File: src/rtl/burst_sched_rr_pkg.sv
// Shared types for the round-robin burst scheduler: burst encoding, FSM states
// and the latched burst request, plus small address helpers.
package burst_sched_rr_pkg;

  typedef enum logic [1:0] {
    FIXED = 2'b00,
    INCR  = 2'b01,
    WRAP  = 2'b10,
    RSVD  = 2'b11
  } burst_t;

  typedef enum logic [1:0] {
    IDLE,
    GRANT,
    XFER,
    DONE
  } state_t;

  typedef struct packed {
    logic [31:0] addr;
    logic [7:0]  len;
    logic [2:0]  size;
    burst_t      burst;
    logic [2:0]  prot;
    logic        write;
  } burst_req_t;

  function automatic logic [31:0] align_addr(input logic [31:0] addr, input logic [2:0] size);
    logic [31:0] mask;
    mask = (32'd1 << size) - 32'd1;
    return addr & ~mask;
  endfunction

  // Only power-of-two beat counts form a valid wrap window.
  function automatic logic wrap_len_ok(input logic [7:0] len);
    return (len == 8'd1) || (len == 8'd3) || (len == 8'd7) || (len == 8'd15);
  endfunction

endpackage

File: src/rtl/burst_sched_rr_if.sv
// Beat bus between the scheduler (master) and the APB master it feeds (slave).
interface burst_sched_rr_if;
  logic        beat_valid_o;
  logic        beat_ready_i;
  logic [31:0] beat_addr_o;
  logic        beat_last_o;
  logic        write_o;
  logic [2:0]  prot_o;

  modport master (
    output beat_valid_o,
    output beat_addr_o,
    output beat_last_o,
    output write_o,
    output prot_o,
    input  beat_ready_i
  );

  modport slave (
    input  beat_valid_o,
    input  beat_addr_o,
    input  beat_last_o,
    input  write_o,
    input  prot_o,
    output beat_ready_i
  );
endinterface

File: src/rtl/burst_addr_gen.sv
// Combinational next-beat address for FIXED, INCR and WRAP bursts.
module burst_addr_gen
  import burst_sched_rr_pkg::*;
(
  input  logic [31:0] addr,
  input  logic [7:0]  len,
  input  logic [2:0]  size,
  input  burst_t      burst,
  output logic [31:0] next_addr
);

  logic [31:0] step;
  logic [31:0] incr;
  logic [31:0] wrap_mask;

  always_comb begin
    step      = 32'd1 << size;
    incr      = addr + step;
    // Window is (len+1) beats of 2^size bytes; len is pre-checked to be 2^n-1.
    wrap_mask = (({24'd0, len} + 32'd1) << size) - 32'd1;
    next_addr = incr;
    case (burst)
      FIXED:   next_addr = addr;
      WRAP:    next_addr = (addr & ~wrap_mask) | (incr & wrap_mask);
      default: next_addr = incr;
    endcase
  end

endmodule

File: src/rtl/burst_sched_rr.sv
// Round-robin scheduler: picks one request channel, latches its burst and
// streams beat addresses to the APB master until the last beat is accepted.
module burst_sched_rr
  import burst_sched_rr_pkg::*;
#(
  parameter int                 NUM_CH     = 2,
  parameter logic [NUM_CH-1:0]  CH_DIR     = 2'b10,
  parameter int                 DATA_BYTES = 4
) (
  input  logic                  aclk,
  input  logic                  aresetn,
  input  logic [NUM_CH-1:0]     req_valid_i,
  input  logic [NUM_CH*32-1:0]  req_addr_i,
  input  logic [NUM_CH*8-1:0]   req_len_i,
  input  logic [NUM_CH*3-1:0]   req_size_i,
  input  logic [NUM_CH*2-1:0]   req_burst_i,
  input  logic [NUM_CH*3-1:0]   req_prot_i,
  input  logic [NUM_CH-1:0]     data_rdy_i,
  output logic [NUM_CH-1:0]     req_pop_o,
  output logic [NUM_CH-1:0]     grant_o,
  output logic                  burst_done_o,
  output logic                  err_o,
  burst_sched_rr_if.master      beat
);

  localparam int         CH_W     = $clog2(NUM_CH);
  localparam logic [2:0] MAX_SIZE = (DATA_BYTES >= 4) ? 3'd2 :
                                    (DATA_BYTES == 2) ? 3'd1 : 3'd0;

  state_t            state;
  state_t            state_nx;
  logic [CH_W-1:0]   last_grant;
  logic [CH_W-1:0]   gidx;
  logic [CH_W-1:0]   win_idx;
  logic [NUM_CH-1:0] grant_q;
  burst_req_t        cur;
  burst_req_t        win_req;
  logic              win_err;
  logic              err_q;
  logic [7:0]        cnt;
  logic [31:0]       next_addr;
  logic              beat_valid;
  logic              last_beat;
  logic              accept;

  // Round-robin search starting just after the previously served channel.
  always_comb begin
    logic found;
    int   c;
    found   = 1'b0;
    c       = 0;
    win_idx = last_grant;
    for (int i = 1; i <= NUM_CH; i++) begin
      c = int'(last_grant) + i;
      if (c >= NUM_CH) c = c - NUM_CH;
      if (!found && req_valid_i[CH_W'(c)]) begin
        found   = 1'b1;
        win_idx = CH_W'(c);
      end
    end
  end

  // Winner's request with illegal fields repaired before it is latched.
  always_comb begin
    logic [7:0]  rlen;
    logic [2:0]  rsize;
    logic [1:0]  rburst;
    rlen          = req_len_i[win_idx*8 +: 8];
    rsize         = req_size_i[win_idx*3 +: 3];
    rburst        = req_burst_i[win_idx*2 +: 2];
    win_err       = 1'b0;
    win_req       = '0;
    win_req.len   = rlen;
    win_req.prot  = req_prot_i[win_idx*3 +: 3];
    win_req.write = CH_DIR[win_idx];
    win_req.size  = rsize;
    if (rsize > MAX_SIZE) begin
      win_req.size = MAX_SIZE;
      win_err      = 1'b1;
    end
    win_req.burst = burst_t'(rburst);
    if (rburst == 2'b11) begin
      win_req.burst = INCR;
      win_err       = 1'b1;
    end else if ((rburst == 2'b10) && !wrap_len_ok(rlen)) begin
      win_req.burst = INCR;
      win_err       = 1'b1;
    end
    win_req.addr = align_addr(req_addr_i[win_idx*32 +: 32], win_req.size);
  end

  burst_addr_gen u_addr_gen (
    .addr      (cur.addr),
    .len       (cur.len),
    .size      (cur.size),
    .burst     (cur.burst),
    .next_addr (next_addr)
  );

  assign beat_valid = (state == XFER) && data_rdy_i[gidx];
  assign last_beat  = beat_valid && (cnt == cur.len);
  assign accept     = beat_valid && beat.beat_ready_i;

  always_comb begin
    state_nx = state;
    case (state)
      IDLE:    if (|req_valid_i) state_nx = GRANT;
      GRANT:   state_nx = XFER;
      XFER:    if (accept && last_beat) state_nx = DONE;
      DONE:    state_nx = IDLE;
      default: state_nx = IDLE;
    endcase
  end

  always_ff @(posedge aclk or negedge aresetn) begin
    if (!aresetn) begin
      state      <= IDLE;
      last_grant <= CH_W'(NUM_CH - 1);
      gidx       <= '0;
      grant_q    <= '0;
      cur        <= '0;
      cnt        <= '0;
      err_q      <= 1'b0;
    end else begin
      state <= state_nx;
      err_q <= 1'b0;
      case (state)
        IDLE: begin
          if (|req_valid_i) begin
            gidx    <= win_idx;
            grant_q <= NUM_CH'(1) << win_idx;
            cur     <= win_req;
            err_q   <= win_err;
          end
        end
        GRANT: cnt <= '0;
        XFER: begin
          if (accept) begin
            cnt      <= cnt + 8'd1;
            cur.addr <= next_addr;
          end
        end
        DONE: begin
          last_grant <= gidx;
          grant_q    <= '0;
          cur.write  <= 1'b0;
          cur.prot   <= '0;
        end
        default: ;
      endcase
    end
  end

  assign grant_o           = grant_q;
  assign req_pop_o         = (state == DONE) ? grant_q : '0;
  assign burst_done_o      = (state == DONE);
  assign err_o             = err_q;
  assign beat.beat_valid_o = beat_valid;
  assign beat.beat_addr_o  = cur.addr;
  assign beat.beat_last_o  = last_beat;
  assign beat.write_o      = cur.write;
  assign beat.prot_o       = cur.prot;

  a_grant_onehot0: assert property (@(posedge aclk) disable iff (!aresetn) $onehot0(grant_q));
  a_xfer_granted:  assert property (@(posedge aclk) disable iff (!aresetn)
                                    (state == XFER) |-> $onehot(grant_q));

endmodule

File: src/flat_wrapper.sv
// flat-port wrapper written by rule: the top's interface ports become plain ports
module burst_sched_rr_flat import burst_sched_rr_pkg::*;
#(
  parameter int                 NUM_CH     = 2,
  parameter logic [NUM_CH-1:0]  CH_DIR     = 2'b10,
  parameter int                 DATA_BYTES = 4
)
  (aclk, aresetn, req_valid_i, req_addr_i, req_len_i, req_size_i, req_burst_i, req_prot_i, data_rdy_i, req_pop_o, grant_o, burst_done_o, err_o, beat_beat_valid_o, beat_beat_addr_o, beat_beat_last_o, beat_write_o, beat_prot_o, beat_beat_ready_i);
  burst_sched_rr_if beat_i ();
  input  logic aclk;
  input  logic aresetn;
  input  logic [NUM_CH-1:0] req_valid_i;
  input  logic [NUM_CH*32-1:0] req_addr_i;
  input  logic [NUM_CH*8-1:0] req_len_i;
  input  logic [NUM_CH*3-1:0] req_size_i;
  input  logic [NUM_CH*2-1:0] req_burst_i;
  input  logic [NUM_CH*3-1:0] req_prot_i;
  input  logic [NUM_CH-1:0] data_rdy_i;
  output logic [NUM_CH-1:0] req_pop_o;
  output logic [NUM_CH-1:0] grant_o;
  output logic burst_done_o;
  output logic err_o;
  output wire logic [$bits(beat_i.beat_valid_o)-1:0] beat_beat_valid_o;
  output wire logic [$bits(beat_i.beat_addr_o)-1:0] beat_beat_addr_o;
  output wire logic [$bits(beat_i.beat_last_o)-1:0] beat_beat_last_o;
  output wire logic [$bits(beat_i.write_o)-1:0] beat_write_o;
  output wire logic [$bits(beat_i.prot_o)-1:0] beat_prot_o;
  input wire logic [$bits(beat_i.beat_ready_i)-1:0] beat_beat_ready_i;
  assign beat_beat_valid_o = beat_i.beat_valid_o;
  assign beat_beat_addr_o = beat_i.beat_addr_o;
  assign beat_beat_last_o = beat_i.beat_last_o;
  assign beat_write_o = beat_i.write_o;
  assign beat_prot_o = beat_i.prot_o;
  assign beat_i.beat_ready_i = beat_beat_ready_i;
  burst_sched_rr #(.NUM_CH(NUM_CH), .CH_DIR(CH_DIR), .DATA_BYTES(DATA_BYTES)) u_core (.aclk(aclk), .aresetn(aresetn), .req_valid_i(req_valid_i), .req_addr_i(req_addr_i), .req_len_i(req_len_i), .req_size_i(req_size_i), .req_burst_i(req_burst_i), .req_prot_i(req_prot_i), .data_rdy_i(data_rdy_i), .req_pop_o(req_pop_o), .grant_o(grant_o), .burst_done_o(burst_done_o), .err_o(err_o), .beat(beat_i));
endmodule
File: config.mk
export PLATFORM = sky130hd
export DESIGN_NAME = burst_sched_rr_flat
export DESIGN_NICKNAME = d
export VERILOG_FILES = /design/src/rtl/burst_sched_rr_pkg.sv /design/src/rtl/burst_sched_rr_if.sv /design/src/rtl/burst_addr_gen.sv /design/src/rtl/burst_sched_rr.sv /design/src/flat_wrapper.sv
export SDC_FILE = /design/constraint.sdc
export NUM_CORES = 1
export LEC_CHECK = 0
export ABC_CLOCK_PERIOD_IN_PS = 10620
export BUFFER_PORTS_ARGS = -buffer_cell sky130_fd_sc_hd__buf_2
export CAP_MARGIN = 20
export CORE_MARGIN = 1
export CORE_UTILIZATION = 60
export DETAILED_ROUTE_END_ITERATION = 8
export PLACE_DENSITY_LB_ADDON = 0.2
export SYNTH_ARGS = -nofsm -noshare
export SYNTH_HDL_FRONTEND = slang
export SYNTH_SLANG_ARGS = --single-unit
File: constraint.sdc
create_clock -name aclk -period 10.62 [get_ports aclk]
set_input_delay 3.186 -clock aclk [delete_from_list [all_inputs] [get_ports aclk]]
set_output_delay 3.186 -clock aclk [all_outputs]
set_load 0.02 [all_outputs]
==> insert_results.sql, run 1 <==
INSERT INTO impl_metrics (metric_group, metric, value, unit) VALUES
('status', 'outcome', 'finished, final reports clean', ''),
('cts', 'htree_num_levels', '3', ''),
('flow_run', 'drv.max_cap_violation_count', '0', ''),
('sta', 'maxSlewHeadroom', '0.358', ''),
('sta', 'min_period_over_period', '0.683', ''),
('worst_setup_path', 'setup.worst_path.start_class', 'input port', ''),
('final_layout', 'fillCellCount', '939', ''),
('routing', 'detail_route.wl_per_cell', '18.1', 'um'),
('sta', 'grt_setup_unrepaired', 'no', ''),
('routing', 'drc', '0', ''),
('sta', 'final.min_clock_period', '7250', 'ps'),
('cts', 'clock_sinks', '64', ''),
('yosys', 'mappedNetlistNets', '967', ''),
('worst_setup_path', 'critical_path.max_stage_delay', '220', 'ps'),
('placement', 'placement.io_buffers', '146', ''),
('yosys', 'post_synth_inst_count', '846', ''),
('routing', 'viasPerCell', '6.37', ''),
('cts', 'clock_insertion_delay_worst_skew', '360', 'ps'),
('power', 'power.density_cell_area', '302', 'mW/mm2'),
('final_layout', 'layout.cells.non_filler', '1065', ''),
('floorplan', 'i_o_pins', '147', ''),
('placement', 'detailed_placement_hpwl', '14000', 'um'),
('yosys', 'number_of_synthesized_flops_with_an_enable_pin', '0', ''),
('cts', 'post_cts_hold_buffer_count', '0', ''),
('sta', 'timing.final.max_slew_violations', '0', ''),
('routing', 'routed_wire_length', '19300', 'um'),
('floorplan', 'initial_utilization', '0.617', ''),
('cts', 'cts_buffer_depth', '2', ''),
('global_routing', 'grt_overflow', '0', ''),
('cts', 'cts_tree', 'done', ''),
('power', 'cellLeakagePower', '3.19', 'nW'),
('routing', 'detailedRoute.firstPassIterationCount', '6', ''),
('sta', 'final-hold-violation-count', '0', ''),
('cts', 'numCtsBuffers', '9', ''),
('yosys', 'dominantRegCellSynth', 'sky130_fd_sc_hd__dfrtp_1', ''),
('floorplan', 'fp.dieH', '105', 'um'),
('yosys', 'asyncSetResetFlopFracSynth', '1.00', ''),
('final_layout', 'nNetsFinal', '1045', ''),
('worst_setup_path', 'worst-endpoint-arrival', '4060', 'ps'),
('worst_setup_path', 'worst-endpoint-required', '7430', 'ps'),
('worst_setup_path', 'worstPathCellList', 'buf_2 > mux2i_1 > nor2b_1 > nand4_1 > nor3_1 > buf_2', ''),
('yosys', 'mappedNetlistArea', '0.00634', 'mm2'),
('floorplan', 'core', '0.0103', 'mm2'),
('final_layout', 'post_route_cells_drive_above_1_share', '0.219', ''),
('yosys', 'ys.warnings.count', '0', ''),
('yosys', 'synth.area.top_cells', 'sky130_fd_sc_hd__dfrtp_1, sky130_fd_sc_hd__nand2_1, sky130_fd_sc_hd__a21oi_1', ''),
('routing', 'drt_iter0_drc', '584', ''),
('min_path', 'hold_path.class', 'reg2reg', ''),
('routing', 'ant_nets', '0', ''),
('global_routing', 'initial_antenna_violation_count', '0', ''),
('worst_setup_path', 'crit_fanout', '3', ''),
('cts', 'postCtsResizedCells', '0', ''),
('sta', 'final.setup_skew', '6.49', 'ps'),
('floorplan', 'fp.dieW', '105', 'um'),
('final_layout', 'area_growth', '11.3', '%'),
('cts', 'worst_path_clk_slew', '80', 'ps'),
('worst_setup_path', 'timing.setup.critical_path_class', 'in2out', ''),
('sta', 'worst-slew-pin-transition', '963', 'ps'),
('placement', 'placer_congestion', '0.912', ''),
('routing', 'num_vias', '6782', ''),
('global_routing', 'via_count_of_the_first_global_routing_pass', '6624', ''),
('worst_setup_path', 'cell_with_the_most_instances_on_the_worst_path', 'sky130_fd_sc_hd__buf_2', ''),
('global_routing', 'maximum_number_of_pins_on_one_net_before_global_route_repair', '65', ''),
('global_routing', 'global_route_wire_length_before_repair', '31900', 'um'),
('sta', 'fin_setup_tns', '0', 'ps'),
('power', 'peak_supply_drop', '0.317', 'mV'),
('global_routing', 'globalRouteTotalUtil', '0.361', ''),
('sta', 'setup_viol', '0', ''),
('worst_setup_path', 'worst_setup_end_kind', 'output pin', ''),
('final_layout', 'number_of_diodes', '0', ''),
('worst_setup_path', 'cpMaxStageDelayCell', 'sky130_fd_sc_hd__nor3_1', ''),
('sta', 'max_freq', '0.138', 'GHz'),
('yosys', 'sequential_to_total_area_share_from_yosys_stat', '0.253', ''),
('floorplan', 'die_area', '0.0110', 'mm2'),
('cts', 'clock-root-buffer', 'sky130_fd_sc_hd__clkbuf_8', ''),
('placement', 'dpl.cell_count', '1048', ''),
('yosys', 'yosys_register_bits', '64', ''),
('yosys', 'synth_area_per_cell', '7.50', 'um2'),
('cts', 'cts.repair_timing.setup_buffer_count', '0', ''),
('yosys', 'synth_top_area_cell', 'sky130_fd_sc_hd__dfrtp_1', ''),
('floorplan', 'num_rows', '37', ''),
('yosys', 'synth_top_area_share', '0.249', ''),
('yosys', 'synth_cell_types', '82', '');
cells by family (layout without fill, tap and decap cells):
family | after synthesis | after routing | synth area share
xor+xnor | 31 | 31 | 0.0440
mux | 27 | 27 | 0.0440
simple gates | 327 | 327 | 0.245
buf+inv | 116 | 199 | 0.0949
compound gates | 261 | 261 | 0.281
flops | 64 | 64 | 0.253
fa+ha+maj | 18 | 18 | 0.0367
other cells | 2 | 2 | 0.00118
power breakdown:
group          total, mW  internal [mW]  leakage (nW)  switching, mW
combinational       1.39          0.532          2.28          0.862
sequential         0.515          0.344         0.813          0.171
clock              0.225          0.116        0.0989          0.110
layout make-up:
cell class | instances | area (um2) | area share
multi-input cells | 666 | 4160 | 0.589
inverters | 28 | 105 | 0.0149
clock inverters | 6 | 67.6 | 0.00957
clock buffers | 10 | 138 | 0.0195
well taps | 136 | 170 | 0.0241
flip-flops and latches | 64 | 1600 | 0.227
repair buffers | 155 | 818 | 0.116
worst max-delay path: cells and delay by family:
family	cells	cell delay, ps
buf+inv	2	290
simple gates	3	520
mux	1	60
through the flow:
| stage | hold slack (ps) | setup slack [ps] | util | area [um2] | power, mW |
|---|---|---|---|---|---|
| after floorplan | 440 | 3170 | - | 6340 | 1.59 |
| after global placement | 456 | 3490 | 0.664 | 6820 | 1.81 |
| after detailed placement | 457 | 3370 | 0.664 | 6820 | 1.86 |
| after CTS | 477 | 3360 | 0.684 | 7030 | 2.09 |
| after global routing | 508 | 3280 | 0.687 | 7060 | 2.30 |
| final | 476 | 3370 | 0.687 | 7060 | 2.13 |
worst paths after layout:
| check | slack, ps | cells after the start | startpoint | to |
|---|---|---|---|---|
| max in group asynchronous | 7040 | 2 | aresetn | u_core.cnt[3]$_DFFE_PN0P_ |
| worst min-delay path | 480 | 2 | u_core.beat.prot_o[2]$_DFFE_PN0P_ | u_core.beat.prot_o[2]$_DFFE_PN0P_ |
| worst max register to register | 5770 | 14 | u_core.cur[7]$_DFFE_PN0P_ | flip-flop |
| worst min register to register | 480 | 2 | u_core.beat.prot_o[2]$_DFFE_PN0P_ | u_core.beat.prot_o[2]$_DFFE_PN0P_ |
| worst max-delay path | 3370 | 6 | data_rdy_i[1] | beat_beat_last_o |
| min in group asynchronous | 2990 | 2 | aresetn | async pin |
metal layers:
metal  track usage  wire [um]  up-vias
met1         0.451       8090     3214
met2         0.592       9170      321
met4         0.187        628        0
li1              -          -     3196
met5             0          0        -
met3        0.0692       1440       51
cells in the mapped netlist (4+ instances only):
cell and number:
sky130_fd_sc_hd__a2111oi_0 4, sky130_fd_sc_hd__a211o_1 7, sky130_fd_sc_hd__a211oi_1 24, sky130_fd_sc_hd__a21boi_0 4, sky130_fd_sc_hd__a21o_1 14, sky130_fd_sc_hd__a21oi_1 56, sky130_fd_sc_hd__a31oi_1 13, sky130_fd_sc_hd__and2_1 10
sky130_fd_sc_hd__and3_1 6, sky130_fd_sc_hd__buf_2 9, sky130_fd_sc_hd__buf_4 35, sky130_fd_sc_hd__clkbuf_1 37, sky130_fd_sc_hd__dfrtp_1 63, sky130_fd_sc_hd__ha_1 17, sky130_fd_sc_hd__inv_1 27, sky130_fd_sc_hd__mux2_2 7
sky130_fd_sc_hd__mux2i_1 20, sky130_fd_sc_hd__nand2_1 135, sky130_fd_sc_hd__nand2b_1 11, sky130_fd_sc_hd__nand3_1 27, sky130_fd_sc_hd__nand4_1 11, sky130_fd_sc_hd__nor2_1 54, sky130_fd_sc_hd__nor2b_1 8, sky130_fd_sc_hd__nor3_1 24
sky130_fd_sc_hd__nor4_1 7, sky130_fd_sc_hd__o2111ai_1 4, sky130_fd_sc_hd__o211ai_1 8, sky130_fd_sc_hd__o21ai_0 53, sky130_fd_sc_hd__o22ai_1 14, sky130_fd_sc_hd__o311a_1 4, sky130_fd_sc_hd__o31ai_1 10, sky130_fd_sc_hd__o41ai_1 4
sky130_fd_sc_hd__or2_2 8, sky130_fd_sc_hd__or3_1 6, sky130_fd_sc_hd__xnor2_1 14, sky130_fd_sc_hd__xor2_1 16
placed cells by master, fill, tap and decap left out, types with 8 or more instances in the layout:
master                       n
sky130_fd_sc_hd__a211oi_1   24
sky130_fd_sc_hd__a21o_1     14
sky130_fd_sc_hd__a21oi_1    55
sky130_fd_sc_hd__a31oi_1    13
sky130_fd_sc_hd__and2_1     10
sky130_fd_sc_hd__buf_2     146
sky130_fd_sc_hd__buf_4       8
sky130_fd_sc_hd__clkbuf_8   10
sky130_fd_sc_hd__dfrtp_1    63
sky130_fd_sc_hd__ha_1       17
sky130_fd_sc_hd__inv_1      27
sky130_fd_sc_hd__mux2i_1    20
sky130_fd_sc_hd__nand2_1   135
sky130_fd_sc_hd__nand2b_1   11
sky130_fd_sc_hd__nand3_1    27
sky130_fd_sc_hd__nand4_1    11
sky130_fd_sc_hd__nor2_1     54
sky130_fd_sc_hd__nor2b_1     8
sky130_fd_sc_hd__nor3_1     24
sky130_fd_sc_hd__o211ai_1    8
sky130_fd_sc_hd__o21ai_0    52
sky130_fd_sc_hd__o22ai_1    14
sky130_fd_sc_hd__o31ai_1    10
sky130_fd_sc_hd__or2_2       8
sky130_fd_sc_hd__xnor2_1    13
sky130_fd_sc_hd__xor2_1     15
(Power assumes the default switching activity.)
==> inputs of run 2 (changes only) <==
Settings changed: ABC_CLOCK_PERIOD_IN_PS 10620 to 6300, CORE_UTILIZATION 60 to 50.
Clock period 10.62 ns to 6.3 ns, I/O delays scaled along.
==> insert_results.sql, run 2 (same netlist as run 1, synthesis figures left out) <==
INSERT INTO impl_metrics (metric_group, metric, value, unit) VALUES
('worst_setup_path', 'worst-endpoint-required', '4410', 'ps'),
('sta', 'final.min_clock_period', '4640', 'ps'),
('sta', 'hold_slack', '472', 'ps'),
('cts', 'clock_sinks', '64', ''),
('worst_setup_path', 'setup.worst_path.start_class', 'input port', ''),
('placement', 'placement.io_buffers', '146', ''),
('final_layout', 'area_growth', '13.0', '%'),
('global_routing', 'global_route_wire_length_before_repair', '30500', 'um'),
('floorplan', 'die_area', '0.0131', 'mm2'),
('sta', 'final-hold-violation-count', '0', ''),
('worst_setup_path', 'crit_fanout', '3', ''),
('routing', 'num_vias', '6634', ''),
('power', 'peak_supply_drop', '0.240', 'mV'),
('sta', 'final.setup_skew', '10.8', 'ps'),
('final_layout', 'fillCellCount', '1182', ''),
('global_routing', 'via_count_of_the_first_global_routing_pass', '5843', ''),
('global_routing', 'initial_antenna_violation_count', '0', ''),
('min_path', 'hold_path.class', 'reg2reg', ''),
('sta', 'maxSlewHeadroom', '0.297', ''),
('flow_run', 'drv.max_cap_violation_count', '0', ''),
('routing', 'drc', '0', ''),
('cts', 'cts_buffer_depth', '2', ''),
('routing', 'viasPerCell', '6.05', ''),
('cts', 'cts_tree', 'done', ''),
('worst_setup_path', 'timing.setup.critical_path_class', 'in2out', ''),
('cts', 'clock_insertion_delay_worst_skew', '350', 'ps'),
('routing', 'drt_iter0_drc', '539', ''),
('final_layout', 'post_route_cells_drive_above_1_share', '0.219', ''),
('cts', 'worst_path_clk_slew', '60', 'ps'),
('final_layout', 'layout.cells.non_filler', '1097', ''),
('placement', 'detailed_placement_hpwl', '13900', 'um'),
('floorplan', 'core', '0.0122', 'mm2'),
('floorplan', 'num_rows', '40', ''),
('sta', 'setup_viol', '0', ''),
('final_layout', 'nNetsFinal', '1045', ''),
('final_layout', 'final_cell_area', '0.00716', 'mm2'),
('sta', 'max_freq', '0.216', 'GHz'),
('global_routing', 'grt_overflow', '0', ''),
('cts', 'postCtsResizedCells', '0', ''),
('global_routing', 'maximum_number_of_pins_on_one_net_before_global_route_repair', '65', ''),
('placement', 'placer_congestion', '0.961', ''),
('cts', 'clock-root-buffer', 'sky130_fd_sc_hd__clkbuf_16', ''),
('placement', 'dpl.cell_count', '1080', ''),
('floorplan', 'fp.dieH', '115', 'um'),
('routing', 'routed_wire_length', '19100', 'um'),
('final_layout', 'number_of_diodes', '0', ''),
('final_layout', 'final_cell_mix', 'sky130_fd_sc_hd__buf_2, sky130_fd_sc_hd__nand2_1, sky130_fd_sc_hd__dfrtp_1', ''),
('worst_setup_path', 'cpMaxStageDelayCell', 'sky130_fd_sc_hd__buf_2', ''),
('floorplan', 'initial_utilization', '0.521', ''),
('cts', 'htree_num_levels', '3', ''),
('floorplan', 'i_o_pins', '147', ''),
('worst_setup_path', 'critical_path.max_stage_delay', '210', 'ps'),
('status', 'outcome', 'finished, final reports clean', ''),
('global_routing', 'globalRouteTotalUtil', '0.299', ''),
('sta', 'min_period_over_period', '0.736', ''),
('sta', 'worst-slew-pin-transition', '1050', 'ps'),
('sta', 'grt_setup_unrepaired', 'no', ''),
('worst_setup_path', 'worst_setup_end_kind', 'output pin', ''),
('power', 'power.density_cell_area', '513', 'mW/mm2'),
('final_layout', 'commonest_non_fill_non_tap_cell_in_the_layout', 'sky130_fd_sc_hd__buf_2', ''),
('routing', 'detailedRoute.firstPassIterationCount', '7', ''),
('cts', 'post_cts_hold_buffer_count', '0', ''),
('worst_setup_path', 'cell_with_the_most_instances_on_the_worst_path', 'sky130_fd_sc_hd__buf_2', ''),
('worst_setup_path', 'worst-endpoint-arrival', '2750', 'ps'),
('worst_setup_path', 'worstPathCellList', 'buf_2 > mux2i_1 > nor2b_1 > nand4_1 > nor3_1 > buf_2', ''),
('cts', 'cts.repair_timing.setup_buffer_count', '0', ''),
('sta', 'timing.final.max_slew_violations', '0', ''),
('routing', 'detail_route.wl_per_cell', '17.4', 'um'),
('placement', 'post_dp_cell_area', '0.00687', 'mm2'),
('floorplan', 'fp.dieW', '115', 'um'),
('routing', 'ant_nets', '0', ''),
('power', 'cellLeakagePower', '3.22', 'nW'),
('cts', 'numCtsBuffers', '9', ''),
('sta', 'fin_setup_tns', '0', 'ps');
## run 2: cell count changes in the layout (fill, tap and decap cells not counted)
cell	before	now
sky130_fd_sc_hd__buf_6	0	1
sky130_fd_sc_hd__clkbuf_16	0	9
sky130_fd_sc_hd__clkbuf_1	0	1
sky130_fd_sc_hd__buf_16	1	0
sky130_fd_sc_hd__clkbuf_8	10	2
sky130_fd_sc_hd__o21ai_2	0	1
sky130_fd_sc_hd__o21ai_1	2	1
sky130_fd_sc_hd__bufinv_16	1	0
sky130_fd_sc_hd__inv_6	1	0
## run 2: final cells by class
class,instances,area [um2],area share
multi-input cells,666,4160,0.581
flip-flops and latches,64,1600,0.224
repair buffers,155,802,0.112
clock buffers,12,256,0.0358
well taps,168,210,0.0293
inverters,28,105,0.0147
clock inverters,4,28.8,0.00402
## run 2: metal layers
metal | wire (um) | GRT usage
met5 | 0 | 0
met4 | 397 | 0.0944
met3 | 1610 | 0.0540
met2 | 8630 | 0.463
met1 | 8420 | 0.422
## run 2: metrics by stage
stage          total power [mW]   util  setup WS (ps)
2_1_floorplan              2.68      -           1440
3_3_place_gp               3.12  0.565           1750
3_5_place_dp               3.14  0.565           1670
4_1_cts                    3.64  0.588           1650
5_1_grt                    3.95  0.589           1290
6_report                   3.67  0.589           1660
## run 2: critical path: cells and delay by family
| family | cells | cell delay, ps |
|---|---|---|
| buffers and inverters | 2 | 290 |
| multiplexers | 1 | 60 |
| AND/OR/NAND/NOR | 3 | 510 |
## run 2: path summary, 6_finish.rpt
check,start,to,slack [ps],depth (start not counted)
worst max-delay path,data_rdy_i[1],beat_beat_last_o,1660,6
worst min-delay path,u_core.beat.prot_o[0]$_DFFE_PN0P_,u_core.beat.prot_o[0]$_DFFE_PN0P_,470,2
worst max register to register,u_core.cur[7]$_DFFE_PN0P_,flip-flop,1770,14
worst min register to register,u_core.beat.prot_o[0]$_DFFE_PN0P_,u_core.beat.prot_o[0]$_DFFE_PN0P_,470,2
max in group asynchronous,aresetn,u_core.cur[11]$_DFFE_PN0P_,3990,2
min in group asynchronous,aresetn,async pin,1700,2
## run 2: report_power, final
part / leakage [nW] / switching [mW] / internal [mW]
clock network: 0.135 / 0.206 / 0.288
logic: 2.27 / 1.43 / 0.877
registers: 0.813 / 0.287 / 0.582
total: 3.22 / 1.93 / 1.75
==> inputs of run 3 (changes only) <==
Settings changed: ABC_AREA set to 1, ABC_CLOCK_PERIOD_IN_PS 6300 to 4200.
Clock period 6.3 ns to 4.2 ns, I/O delays scaled along.
==> insert_results.sql, run 3 <==
INSERT INTO impl_metrics (metric_group, metric, value, unit) VALUES
('placement', 'detailed_placement_hpwl', '13900', 'um'),
('placement', 'placement.io_buffers', '146', ''),
('final_layout', 'layout.cells.non_filler', '1233', ''),
('sta', 'hold_slack', '490', 'ps'),
('floorplan', 'initial_utilization', '0.520', ''),
('floorplan', 'fp.dieH', '114', 'um'),
('worst_setup_path', 'worstRegToRegCells', '15', ''),
('cts', 'clock_insertion_delay_worst_skew', '350', 'ps'),
('yosys', 'synth_top_area_share', '0.249', ''),
('yosys', 'post_synth_inst_count', '962', ''),
('placement', 'detailedPlace.worstSlack', '669', 'ps'),
('worst_setup_path', 'reg2reg_slack', '790', 'ps'),
('power', 'comb_power_share', '0.630', ''),
('routing', 'ant_nets', '0', ''),
('floorplan', 'fp.dieW', '114', 'um'),
('cts', 'clock_sinks', '64', ''),
('worst_setup_path', 'cell_with_the_most_instances_on_the_worst_path', 'sky130_fd_sc_hd__buf_2', ''),
('yosys', 'number_of_synthesized_flops_with_an_enable_pin', '0', ''),
('yosys', 'sequential_to_total_area_share_from_yosys_stat', '0.254', ''),
('yosys', 'synth_area_per_cell', '6.57', 'um2'),
('yosys', 'ys.warnings.count', '0', ''),
('final_layout', 'final_cell_mix', 'sky130_fd_sc_hd__nand2_1, sky130_fd_sc_hd__buf_2, sky130_fd_sc_hd__nor2_1', ''),
('routing', 'detail_route.wl_per_cell', '14.6', 'um'),
('floorplan', 'die_area', '0.0131', 'mm2'),
('sta', 'maxSlewHeadroom', '0.414', ''),
('worst_setup_path', 'worstPathCellList', 'buf_2 > nor2_1 > nor3_2 > nor4b_1 > buf_2', ''),
('final_layout', 'commonest_non_fill_non_tap_cell_in_the_layout', 'sky130_fd_sc_hd__nand2_1', ''),
('yosys', 'yosys_register_bits', '64', ''),
('yosys', 'post-synth-top-count-cell', 'sky130_fd_sc_hd__nand2_1', ''),
('sta', 'timing.final.max_slew_violations', '0', ''),
('routing', 'num_vias', '6533', ''),
('floorplan', 'i_o_pins', '147', ''),
('global_routing', 'initial_antenna_violation_count', '1', ''),
('min_path', 'hold_path.class', 'reg2reg', ''),
('worst_setup_path', 'worst-endpoint-required', '2940', 'ps'),
('worst_setup_path', 'cp_top_family', 'simple AND/OR/NAND/NOR gates', ''),
('yosys', 'synth_common_cells', 'sky130_fd_sc_hd__nand2_1, sky130_fd_sc_hd__nor2_1, sky130_fd_sc_hd__o21ai_0', ''),
('final_layout', 'nNetsFinal', '1180', ''),
('routing', 'routed_wire_length', '18000', 'um'),
('power', 'clkPwrFrac', '0.138', ''),
('yosys', 'dominantRegCellSynth', 'sky130_fd_sc_hd__dfrtp_1', ''),
('worst_setup_path', 'critical_path.max_stage_delay', '380', 'ps'),
('cts', 'htree_num_levels', '3', ''),
('sta', 'max_freq', '0.286', 'GHz'),
('min_path', 'min-delay-start', 'u_core.beat.write_o$_DFFE_PN0P_', ''),
('sta', 'final_critical_path_setup_slack', '701', 'ps'),
('yosys', 'synth.area.top_cells', 'sky130_fd_sc_hd__dfrtp_1, sky130_fd_sc_hd__nand2_1, sky130_fd_sc_hd__o21ai_0', ''),
('sta', 'final.min_clock_period', '3500', 'ps'),
('global_routing', 'globalRouteTotalUtil', '0.289', ''),
('yosys', 'asyncSetResetFlopFracSynth', '1.00', ''),
('power', 'peak_supply_drop', '0.497', 'mV'),
('placement', 'placer_congestion', '0.905', ''),
('sta', 'fin_setup_tns', '0', 'ps'),
('power', 'p_int', '2.44', 'mW'),
('worst_setup_path', 'crit_fanout', '4', ''),
('routing', 'detailedRoute.firstPassIterationCount', '5', ''),
('yosys', 'mappedNetlistNets', '1083', ''),
('placement', 'dpl.cell_count', '1216', ''),
('worst_setup_path', 'worst-endpoint-arrival', '2240', 'ps'),
('global_routing', 'maximum_number_of_pins_on_one_net_before_global_route_repair', '65', ''),
('power', 'cellLeakagePower', '3.63', 'nW'),
('final_layout', 'fillCellCount', '1227', ''),
('power', 'total_power', '5.26', 'mW'),
('global_routing', 'via_count_of_the_first_global_routing_pass', '5996', ''),
('final_layout', 'final_cell_area', '0.00720', 'mm2'),
('routing', 'viasPerCell', '5.30', ''),
('global_routing', 'grt_overflow', '0', ''),
('worst_setup_path', 'cp.depth', '5', ''),
('sta', 'worst-slew-pin-transition', '875', 'ps'),
('floorplan', 'core', '0.0122', 'mm2'),
('final_layout', 'post_route_cells_drive_above_1_share', '0.232', ''),
('sta', 'min_period_over_period', '0.833', ''),
('routing', 'drt_iter0_drc', '355', ''),
('cts', 'cts.repair_timing.setup_buffer_count', '0', ''),
('cts', 'cts_buffer_depth', '2', ''),
('final_layout', 'post-route-util', '0.592', ''),
('cts', 'clock-root-buffer', 'sky130_fd_sc_hd__clkbuf_16', ''),
('routing', 'drc', '0', ''),
('worst_setup_path', 'timing.setup.critical_path_class', 'in2out', ''),
('yosys', 'synth_top_area_cell', 'sky130_fd_sc_hd__dfrtp_1', ''),
('final_layout', 'area_growth', '13.9', '%'),
('worst_setup_path', 'cpMaxStageDelayCell', 'sky130_fd_sc_hd__nor4b_1', ''),
('yosys', 'mappedNetlistArea', '0.00632', 'mm2'),
('worst_setup_path', 'path_buf_inv', '2', ''),
('cts', 'postCtsResizedCells', '0', ''),
('sta', 'setup_viol', '0', ''),
('floorplan', 'num_rows', '40', ''),
('power', 'power_switching', '2.83', 'mW'),
('sta', 'final-hold-violation-count', '0', ''),
('flow_run', 'drv.max_cap_violation_count', '0', ''),
('cts', 'worst_path_clk_slew', '60', 'ps'),
('power', 'sw_frac_of_total', '0.537', ''),
('worst_setup_path', 'launching_point_of_the_worst_reg2reg_path', 'u_core.cur[7]$_DFFE_PN0P_', ''),
('cts', 'numCtsBuffers', '9', ''),
('min_path', 'hold_depth', '2', ''),
('min_path', 'whs_endpoint', 'u_core.beat.write_o$_DFFE_PN0P_', ''),
('status', 'outcome', 'finished, final reports clean', ''),
('cts', 'post_cts_hold_buffer_count', '0', ''),
('placement', 'post_dp_cell_area', '0.00691', 'mm2'),
('cts', 'cts_tree', 'done', ''),
('worst_setup_path', 'setup.worst_path.start_class', 'input port', ''),
('worst_setup_path', 'worst_setup_end_kind', 'output pin', ''),
('power', 'power_frac_seq', '0.232', ''),
('global_routing', 'global_route_wire_length_before_repair', '29500', 'um'),
('yosys', 'synth_cell_types', '58', ''),
('power', 'power.density_cell_area', '731', 'mW/mm2'),
('sta', 'final.setup_skew', '7.58', 'ps'),
('sta', 'grt_setup_unrepaired', 'no', '');
[run 3: area by class of cell]
| type | instances | area, um2 | area share |
|---|---|---|---|
| multi-input combinational | 738 | 3960 | 0.549 |
| sequential | 64 | 1600 | 0.223 |
| timing repair buffer | 156 | 806 | 0.112 |
| inverter | 90 | 340 | 0.0473 |
| clock buffer | 10 | 239 | 0.0332 |
| tap | 168 | 210 | 0.0292 |
| clock inverter | 6 | 45.0 | 0.00626 |
| antenna | 1 | 2.50 | 0.000348 |
[run 3: layer usage]
metal	global-route usage	part of all wire
met3	0.0656	0.064
met5	0	0
met1	0.392	0.46
met4	0.0589	0.0088
met2	0.472	0.47
[run 3: kinds of logic after synthesis]
| group | count (synthesis) | synth area share |
|---|---|---|
| XOR/XNOR | 27 | 0.0374 |
| multiplexers | 6 | 0.00950 |
| adder cells (fa/ha/maj) | 18 | 0.0368 |
| AND/OR/NAND/NOR | 512 | 0.384 |
| buffers and inverters | 160 | 0.121 |
| flip-flops | 64 | 0.254 |
| other | 2 | 0.00119 |
| AO/OA/AOI/OAI | 173 | 0.156 |
[run 3: power by group through the flow]
stage / sequential, mW / clock, mW / combinational [mW]
global route: 1.26 / 0.761 / 3.72
global placement: 1.22 / 0 / 3.25
finish: 1.22 / 0.724 / 3.32
floorplan: 1.10 / 0 / 2.79
detailed placement: 1.22 / 0 / 3.30
CTS: 1.22 / 0.735 / 3.31
[run 3: worst max-delay path by stage]
| stage | slack, ps | endpoint | startpoint |
|---|---|---|---|
| after floorplan | 390 | beat_beat_last_o | data_rdy_i[0] |
| after global placement | 760 | beat_beat_last_o | data_rdy_i[0] |
| after detailed placement | 670 | beat_beat_last_o | data_rdy_i[0] |
| after CTS | 680 | beat_beat_last_o | data_rdy_i[0] |
| after global routing | 360 | flip-flop | u_core.cur[7]$_DFFE_PN0P_ |
| final | 700 | beat_beat_last_o | data_rdy_i[0] |
[run 3: worst min-delay path: stages, from the launching register on]
cell and delay, ps:
sky130_fd_sc_hd__dfrtp_1 350, sky130_fd_sc_hd__nand2_1 60, sky130_fd_sc_hd__nand2_1 60
